[config.mk]
export PLATFORM = sky130hd
export DESIGN_NAME = isp_awb_gain_calc
export DESIGN_NICKNAME = d
export VERILOG_FILES = /design/src/rtl/isp_awb_pkg.sv /design/src/rtl/isp_serial_div.sv /design/src/rtl/isp_awb_gain_calc.sv
export SDC_FILE = /design/constraint.sdc
export NUM_CORES = 1
export LEC_CHECK = 0
export CAP_MARGIN = 20
export CORE_MARGIN = 10
export CORE_UTILIZATION = 50
export DETAILED_ROUTE_END_ITERATION = 10
export DONT_BUFFER_PORTS = 1
export MAX_ROUTING_LAYER = met4
export PLACE_DENSITY = 0.77
export SLEW_MARGIN = 15
export SYNTH_ARGS = -nofsm -noshare
export SYNTH_HDL_FRONTEND = slang
export SYNTH_SLANG_ARGS = --single-unit
[constraint.sdc]
create_clock -name pclk -period 5.4 [get_ports pclk]
set_input_delay 0.27 -clock pclk [delete_from_list [all_inputs] [get_ports pclk]]
set_output_delay 0.27 -clock pclk [all_outputs]
set_load 0.02 [all_outputs]
[src/rtl/isp_awb_pkg.sv]
// Shared definitions for the AWB gain calculator: FSM encoding and gain-format helpers.
package isp_awb_pkg;

    typedef enum logic [1:0] {
        ST_IDLE   = 2'd0,
        ST_DIV_R  = 2'd1,
        ST_DIV_B  = 2'd2,
        ST_UPDATE = 2'd3
    } awb_state_e;

    function automatic int gain_width(input int gain_int, input int gain_frac);
        return gain_int + gain_frac;
    endfunction

    function automatic int unity_gain(input int gain_frac);
        return 1 << gain_frac;
    endfunction

    function automatic int sat_gain(input int q);
        return (1 << q) - 1;
    endfunction

endpackage

[src/rtl/isp_serial_div.sv]
// Restoring divider, one quotient bit per cycle; o_done pulses QUO_W cycles after i_start.
module isp_serial_div #(
    parameter int DIVIDEND_W = 40,
    parameter int DIVISOR_W  = 32,
    parameter int QUO_W      = 12
) (
    input  logic                  clk,
    input  logic                  rst,
    input  logic                  i_start,
    input  logic [DIVIDEND_W-1:0] i_dividend,
    input  logic [DIVISOR_W-1:0]  i_divisor,
    output logic [QUO_W-1:0]      o_quotient,
    output logic                  o_done
);

    localparam int CNT_W = $clog2(QUO_W + 1);

    logic                 r_run;
    logic [CNT_W-1:0]     r_cnt;
    logic                 r_done;
    logic [DIVISOR_W-1:0] r_rem;
    logic [QUO_W-1:0]     r_bits;
    logic [QUO_W-1:0]     r_quo;
    logic [DIVISOR_W-1:0] r_divisor;

    logic [DIVISOR_W-1:0] w_rem_src;
    logic [QUO_W-1:0]     w_bits_src;
    logic [QUO_W-1:0]     w_quo_src;
    logic [DIVISOR_W-1:0] w_div_src;
    logic [DIVISOR_W:0]   w_trial;
    logic                 w_ge;
    logic [DIVISOR_W-1:0] w_rem_next;

    // The start cycle already performs the first step, so the quotient is final after QUO_W edges.
    // The caller guarantees the quotient fits QUO_W bits, so the upper dividend bits seed a remainder below the divisor.
    always_comb begin
        w_rem_src  = i_start ? DIVISOR_W'(i_dividend >> QUO_W) : r_rem;
        w_bits_src = i_start ? i_dividend[QUO_W-1:0] : r_bits;
        w_quo_src  = i_start ? '0 : r_quo;
        w_div_src  = i_start ? i_divisor : r_divisor;
        w_trial    = {w_rem_src, w_bits_src[QUO_W-1]};
        w_ge       = (w_trial >= {1'b0, w_div_src});
        w_rem_next = DIVISOR_W'(w_ge ? (w_trial - {1'b0, w_div_src}) : w_trial);
    end

    always_ff @(posedge clk) begin
        if (rst) begin
            r_run  <= 1'b0;
            r_cnt  <= '0;
            r_done <= 1'b0;
        end else begin
            r_done <= 1'b0;
            if (i_start) begin
                r_run  <= (QUO_W > 1);
                r_cnt  <= CNT_W'(QUO_W - 1);
                r_done <= (QUO_W == 1);
            end else if (r_run) begin
                r_cnt <= r_cnt - CNT_W'(1);
                if (r_cnt == CNT_W'(1)) begin
                    r_run  <= 1'b0;
                    r_done <= 1'b1;
                end
            end
        end
    end

    always_ff @(posedge clk) begin
        if (i_start || r_run) begin
            r_rem  <= w_rem_next;
            r_bits <= w_bits_src << 1;
            r_quo  <= (w_quo_src << 1) | QUO_W'(w_ge);
        end
        if (i_start) r_divisor <= i_divisor;
    end

    assign o_quotient = r_quo;
    assign o_done     = r_done;

endmodule

[src/rtl/isp_awb_gain_calc.sv]
// AWB white-balance gain calculator: gain_r = sum_g/sum_r, gain_b = sum_g/sum_b via one shared serial divider.
// Optional macro AWB_SMOOTH_EN enables IIR smoothing of the gains by SMOOTH_SHIFT.
module isp_awb_gain_calc
    import isp_awb_pkg::*;
#(
    parameter int IN_BITS      = 32,
    parameter int GAIN_INT     = 4,
    parameter int GAIN_FRAC    = 8,
    parameter int SMOOTH_SHIFT = 2,
    localparam int Q           = gain_width(GAIN_INT, GAIN_FRAC)
) (
    input  logic               pclk,
    input  logic               rst,
    input  logic               enable,
    input  logic [IN_BITS-1:0] min_cnt,
    input  logic               in_done,
    input  logic [IN_BITS-1:0] in_cnt,
    input  logic [IN_BITS-1:0] in_sum_r,
    input  logic [IN_BITS-1:0] in_sum_g,
    input  logic [IN_BITS-1:0] in_sum_b,
    output logic [Q-1:0]       out_gain_r,
    output logic [Q-1:0]       out_gain_g,
    output logic [Q-1:0]       out_gain_b,
    output logic               out_valid,
    output logic               busy
);

    localparam logic [Q-1:0] GAIN_UNITY = Q'(unity_gain(GAIN_FRAC));
    localparam logic [Q-1:0] GAIN_SAT   = Q'(sat_gain(Q));
    localparam int           DVD_W      = IN_BITS + GAIN_FRAC;

    awb_state_e         r_state;
    logic [Q-1:0]       r_gain_r;
    logic [Q-1:0]       r_gain_b;
    logic               r_valid;
    logic [IN_BITS-1:0] r_sum_g;
    logic [IN_BITS-1:0] r_sum_b;
    logic               r_sat_r;
    logic               r_sat_b;
    logic [Q-1:0]       r_calc_r;
    logic [Q-1:0]       r_calc_b;

    logic               w_accept;
    logic               w_div_start;
    logic               w_div_done;
    logic [DVD_W-1:0]   w_dividend;
    logic [IN_BITS-1:0] w_divisor;
    logic [Q-1:0]       w_quotient;
    logic [Q-1:0]       w_next_r;
    logic [Q-1:0]       w_next_b;

    // Widened compare so sum_x << GAIN_INT never loses bits.
    function automatic logic is_sat(input logic [IN_BITS-1:0] g, input logic [IN_BITS-1:0] x);
        logic [IN_BITS+GAIN_INT-1:0] g_wide;
        logic [IN_BITS+GAIN_INT-1:0] x_wide;
        g_wide = {{GAIN_INT{1'b0}}, g};
        x_wide = {x, {GAIN_INT{1'b0}}};
        return (x == '0) || (g_wide >= x_wide);
    endfunction

    function automatic logic [Q-1:0] smooth(input logic [Q-1:0] old, input logic [Q-1:0] calc);
        logic signed [Q:0]   diff;
        logic signed [Q:0]   step;
        logic signed [Q+1:0] sum;
        diff = $signed({1'b0, calc}) - $signed({1'b0, old});
        step = diff >>> SMOOTH_SHIFT;
        sum  = $signed({2'b00, old}) + $signed({step[Q], step});
        if (sum[Q+1])  return '0;
        else if (sum[Q]) return GAIN_SAT;
        else             return sum[Q-1:0];
    endfunction

    assign w_accept    = (r_state == ST_IDLE) && in_done && enable && (in_cnt >= min_cnt);
    assign w_div_start = w_accept || ((r_state == ST_DIV_R) && w_div_done);
    assign w_dividend  = (r_state == ST_IDLE) ? {in_sum_g, {GAIN_FRAC{1'b0}}}
                                              : {r_sum_g, {GAIN_FRAC{1'b0}}};
    assign w_divisor   = (r_state == ST_IDLE) ? in_sum_r : r_sum_b;

    isp_serial_div #(
        .DIVIDEND_W (DVD_W),
        .DIVISOR_W  (IN_BITS),
        .QUO_W      (Q)
    ) u_div (
        .clk        (pclk),
        .rst        (rst),
        .i_start    (w_div_start),
        .i_dividend (w_dividend),
        .i_divisor  (w_divisor),
        .o_quotient (w_quotient),
        .o_done     (w_div_done)
    );

`ifdef AWB_SMOOTH_EN
    assign w_next_r = smooth(r_gain_r, r_calc_r);
    assign w_next_b = smooth(r_gain_b, r_calc_b);
`else
    assign w_next_r = r_calc_r;
    assign w_next_b = r_calc_b;
`endif

    always_ff @(posedge pclk) begin
        if (rst) begin
            r_state  <= ST_IDLE;
            r_gain_r <= GAIN_UNITY;
            r_gain_b <= GAIN_UNITY;
            r_valid  <= 1'b0;
        end else begin
            r_valid <= 1'b0;
            case (r_state)
                ST_IDLE:   if (w_accept) r_state <= ST_DIV_R;
                ST_DIV_R:  if (w_div_done) r_state <= ST_DIV_B;
                ST_DIV_B:  if (w_div_done) r_state <= ST_UPDATE;
                ST_UPDATE: begin
                    r_gain_r <= w_next_r;
                    r_gain_b <= w_next_b;
                    r_valid  <= 1'b1;
                    r_state  <= ST_IDLE;
                end
                default:   r_state <= ST_IDLE;
            endcase
        end
    end

    // Operand latches only move on acceptance, so in_done during a computation cannot disturb them.
    always_ff @(posedge pclk) begin
        if (w_accept) begin
            r_sum_g <= in_sum_g;
            r_sum_b <= in_sum_b;
            r_sat_r <= is_sat(in_sum_g, in_sum_r);
            r_sat_b <= is_sat(in_sum_g, in_sum_b);
        end
        if ((r_state == ST_DIV_R) && w_div_done) r_calc_r <= r_sat_r ? GAIN_SAT : w_quotient;
        if ((r_state == ST_DIV_B) && w_div_done) r_calc_b <= r_sat_b ? GAIN_SAT : w_quotient;
    end

    assign out_gain_r = r_gain_r;
    assign out_gain_g = GAIN_UNITY;
    assign out_gain_b = r_gain_b;
    assign out_valid  = r_valid;
    assign busy       = (r_state != ST_IDLE);

endmodule

==> out/qor.txt <==
status: completed
worst slew pin tran: 0.951 ns
Synth cell types: 63
first-pass GRT wire length: 50400 um
largest net degree at the start of global routing: 68
post-synthesis adder-cell area fraction: 12.9%
WL/cell: 20.7 um
Place WS: 0.373 ns
hold crit path type: in -> reg
FP Rows: 57
syn_area_per_cell: 10.5 sq um
endpoints failing hold: 0
die width: 177 um
final wirelength: 33100 um
layout cells sized above 1: 12.6%
Post-Synth Simple-Gate Area: 10.8%
Crit Path Category: reg -> reg
Synth area leaders: edfxtp_1 (33%), ha_1 (13%), dfxtp_1 (10%)
antenna viol nets, final: 0
Async SR Flop Fraction: 0%
port bufs: 0
Num CTS Buffers: 23
Worst Setup End Kind: flop
Post-synth EDFFs: 137
initial antenna violation count: 1
crit-path cells: inv_1 -> ha_4 -> nand3_1 -> or3_1 -> a31o_2 -> nand3_4 -> buf_12 -> mux2_2 -> ha_1 -> a21oi_1 -> a21oi_1 -> o21ai_0 -> o22ai_1 -> o21ai_2 -> a21oi_2 -> a211oi_4 -> buf_4 -> mux2_2
Post-CTS Setup Repair Bufs: 0
root buffer cell: clkbuf_16
GR Overflow Total: 0
Via density: 5.78
CTS tree: yes
hold buffers post-CTS: 66
hold-critical path depth: 2
Max Clk Rate: 202 MHz
clk buf depth: 3
worst setup margin: 0.448 ns
area leader, netlist: edfxtp_1
Pins Over Slew Limit: 0
Yosys warning count: 0
CTS clock-pin slew for the worst setup and hold paths: 0.06 ns
skew final: 0.0253 ns
WP data arrival: 5.19 ns
gpl congestion: 0.958
Syn Std Cell Area: 12400 sq um
post-synthesis mux area share: 11.4%
Synth Area in Compound Gates: 13.2%
Clock Sinks: 202
Layout area overhead: 14.9%
RSZ-0062 raised after global routing: no
filler cell count: 2010
GRT Total Usage: 20.7%
H-tree depth: 1
cells on worst reg2reg path: 18
CP max stage cell: o21ai_0
setup TNS: 0 ns
CP Launch Type: flop
XOR/XNOR Fraction of Synth Area: 2.12%
Synth Instances: 1180
Die Y: 177 um
iteration-0 DRC count of the detailed router: 755
main combinational cell family by area after synthesis: compound AO/OA/AOI/OAI gates
fin crit period: 4.95 ns
DP HPWL: 24400 um
I/O pin count: 202
CP max stage delay: 0.51 ns
number of global-route vias before repair: 9017
dominant synthesized flop cell: edfxtp_1
first-pass detailed-route iteration total: 5
maxcap violations: 0
vias: 9223
Final Setup Violations: 0
pwr/cell area: 488 nW/um^2
core area: 24400 sq um
# DRC: 0
area share of the largest cell type after synthesis: 33.2%
WP data required: 5.64 ns
Seq/Total Area, Yosys: 43.7%
post-cts resize count: 0
die area: 31500 sq um
leak pwr: 0.00632 uW
worst IR drop on VDD: 0.000459 V
crit-path max FO: 64
relative slew slack: 36.4%
final core utilization: 58.4%
fin nets: 1546
synthesized flop and latch total: 202
clock latency on the worst-skew pair: 0.51 ns
Final period util: 91.7%
starting density of the core: 50.8%
kinds of logic after synthesis:
logic type / count (synthesis)
AOI/OAI and AO/OA: 254
xor gates and xnor gates: 30
adders and majority gates: 127
buffers and inverters: 169
DFF: 202
muxes: 134
other: 2
and+or+nand+nor: 262
cell usage after synthesis, types with 18 or more instances:
master	count
or2_2	26
nand4_1	29
mux2_2	60
o21ai_0	41
a21o_1	60
nor4_1	20
and2_1	20
xnor2_1	18
edfxtp_1	137
nor2_1	75
dfxtp_1	65
nand2_1	38
a21oi_1	84
inv_1	114
ha_1	126
mux2i_1	74
path summary, 6_finish.rpt:
| check | to | slack [ns] | start |
|---|---|---|---|
| max | u_div.r_rem[23] | 0.45 | r_state[0] |
| min | u_div.r_divisor[1] | 0.008 | in_sum_r[1] |
| max reg2reg | u_div.r_rem[23] | 0.45 | r_state[0] |
| min reg2reg | out_gain_r[8] | 0.45 | r_calc_r[8] |
per-stage QoR:
step                      area [sq um]  hold WS (ns)  std cells  power, uW
after CTS                        14200       0.00479       1595       6940
after detailed placement         12900         0.347       1488       5390
after floorplan                  12400         0.369       1190       4670
after global placement           12900         0.345       1488       5290
final                            14200       0.00838       1596       6950
after global routing             14200        0.0207       1596       7400
flip-flops by register name, summed over array words and instances (netlist names):
name and count:
u_div.r_divisor 32, r_state 2, r_calc_b 12, u_div.r_bits 3, out_gain_b 12, r_sum_b 32, out_valid 1, u_div.o_quotient 12
r_calc_r 12, u_div.r_cnt 4, u_div.o_done 1, out_gain_r 12, u_div.r_run 1, u_div.r_rem 32, r_sat_b 1, r_sat_r 1
r_sum_g 32
power breakdown:
part	leakage (uW)	switching, uW	internal, uW
Clock	0.000345	617	883
Combinational	0.00419	1740	1570
Sequential	0.00179	88.6	2050
cells in the final DEF, fill, tap and decap left out, drive strengths merged, types with 16 or more instances in the layout:
cell type,netlist,layout
a21o,62,62
a21oi,85,85
and2,20,20
buf,35,30
clkbuf,20,30
dfxtp,65,65
dlygate4sd3,0,65
edfxtp,137,137
ha,126,126
inv,114,115
mux2,60,60
mux2i,74,74
nand2,38,38
nand3,16,16
nand4,29,29
nor2,75,75
nor4,20,20
o21ai,42,42
or2,26,26
xnor2,18,18
area by class of cell:
| class | count | area [sq um] | share of cell area, % |
|---|---|---|---|
| antenna | 1 | 2.50 | 0.0176 |
| clock inverter | 11 | 111 | 0.782 |
| sequential | 202 | 5420 | 38.0 |
| multi-input combinational | 819 | 6330 | 44.4 |
| clock buffer | 30 | 602 | 4.23 |
| timing repair buffer | 95 | 951 | 6.68 |
| inverter | 114 | 428 | 3.00 |
| tap | 324 | 405 | 2.85 |
per-layer routing:
metal	GRT usage, %	wire length, um	vias to the layer above
met3	4.42	3050	59
li1	-	-	4436
met1	24.7	13100	4328
met5	-	0	-
met4	5.84	942	0
met2	34.8	15900	400
critical path: cells and delay by family, from the launching register on:
family,cells,cell delay [ns]
AO/OA/AOI/OAI,8,1.85
buffers and inverters,3,0.66
multiplexers,2,0.74
flip-flops,1,0.34
AND/OR/NAND/NOR,3,0.58
adder cells (fa/ha/maj),2,0.50
No activity file was read; power rests on OpenSTA's default activity.
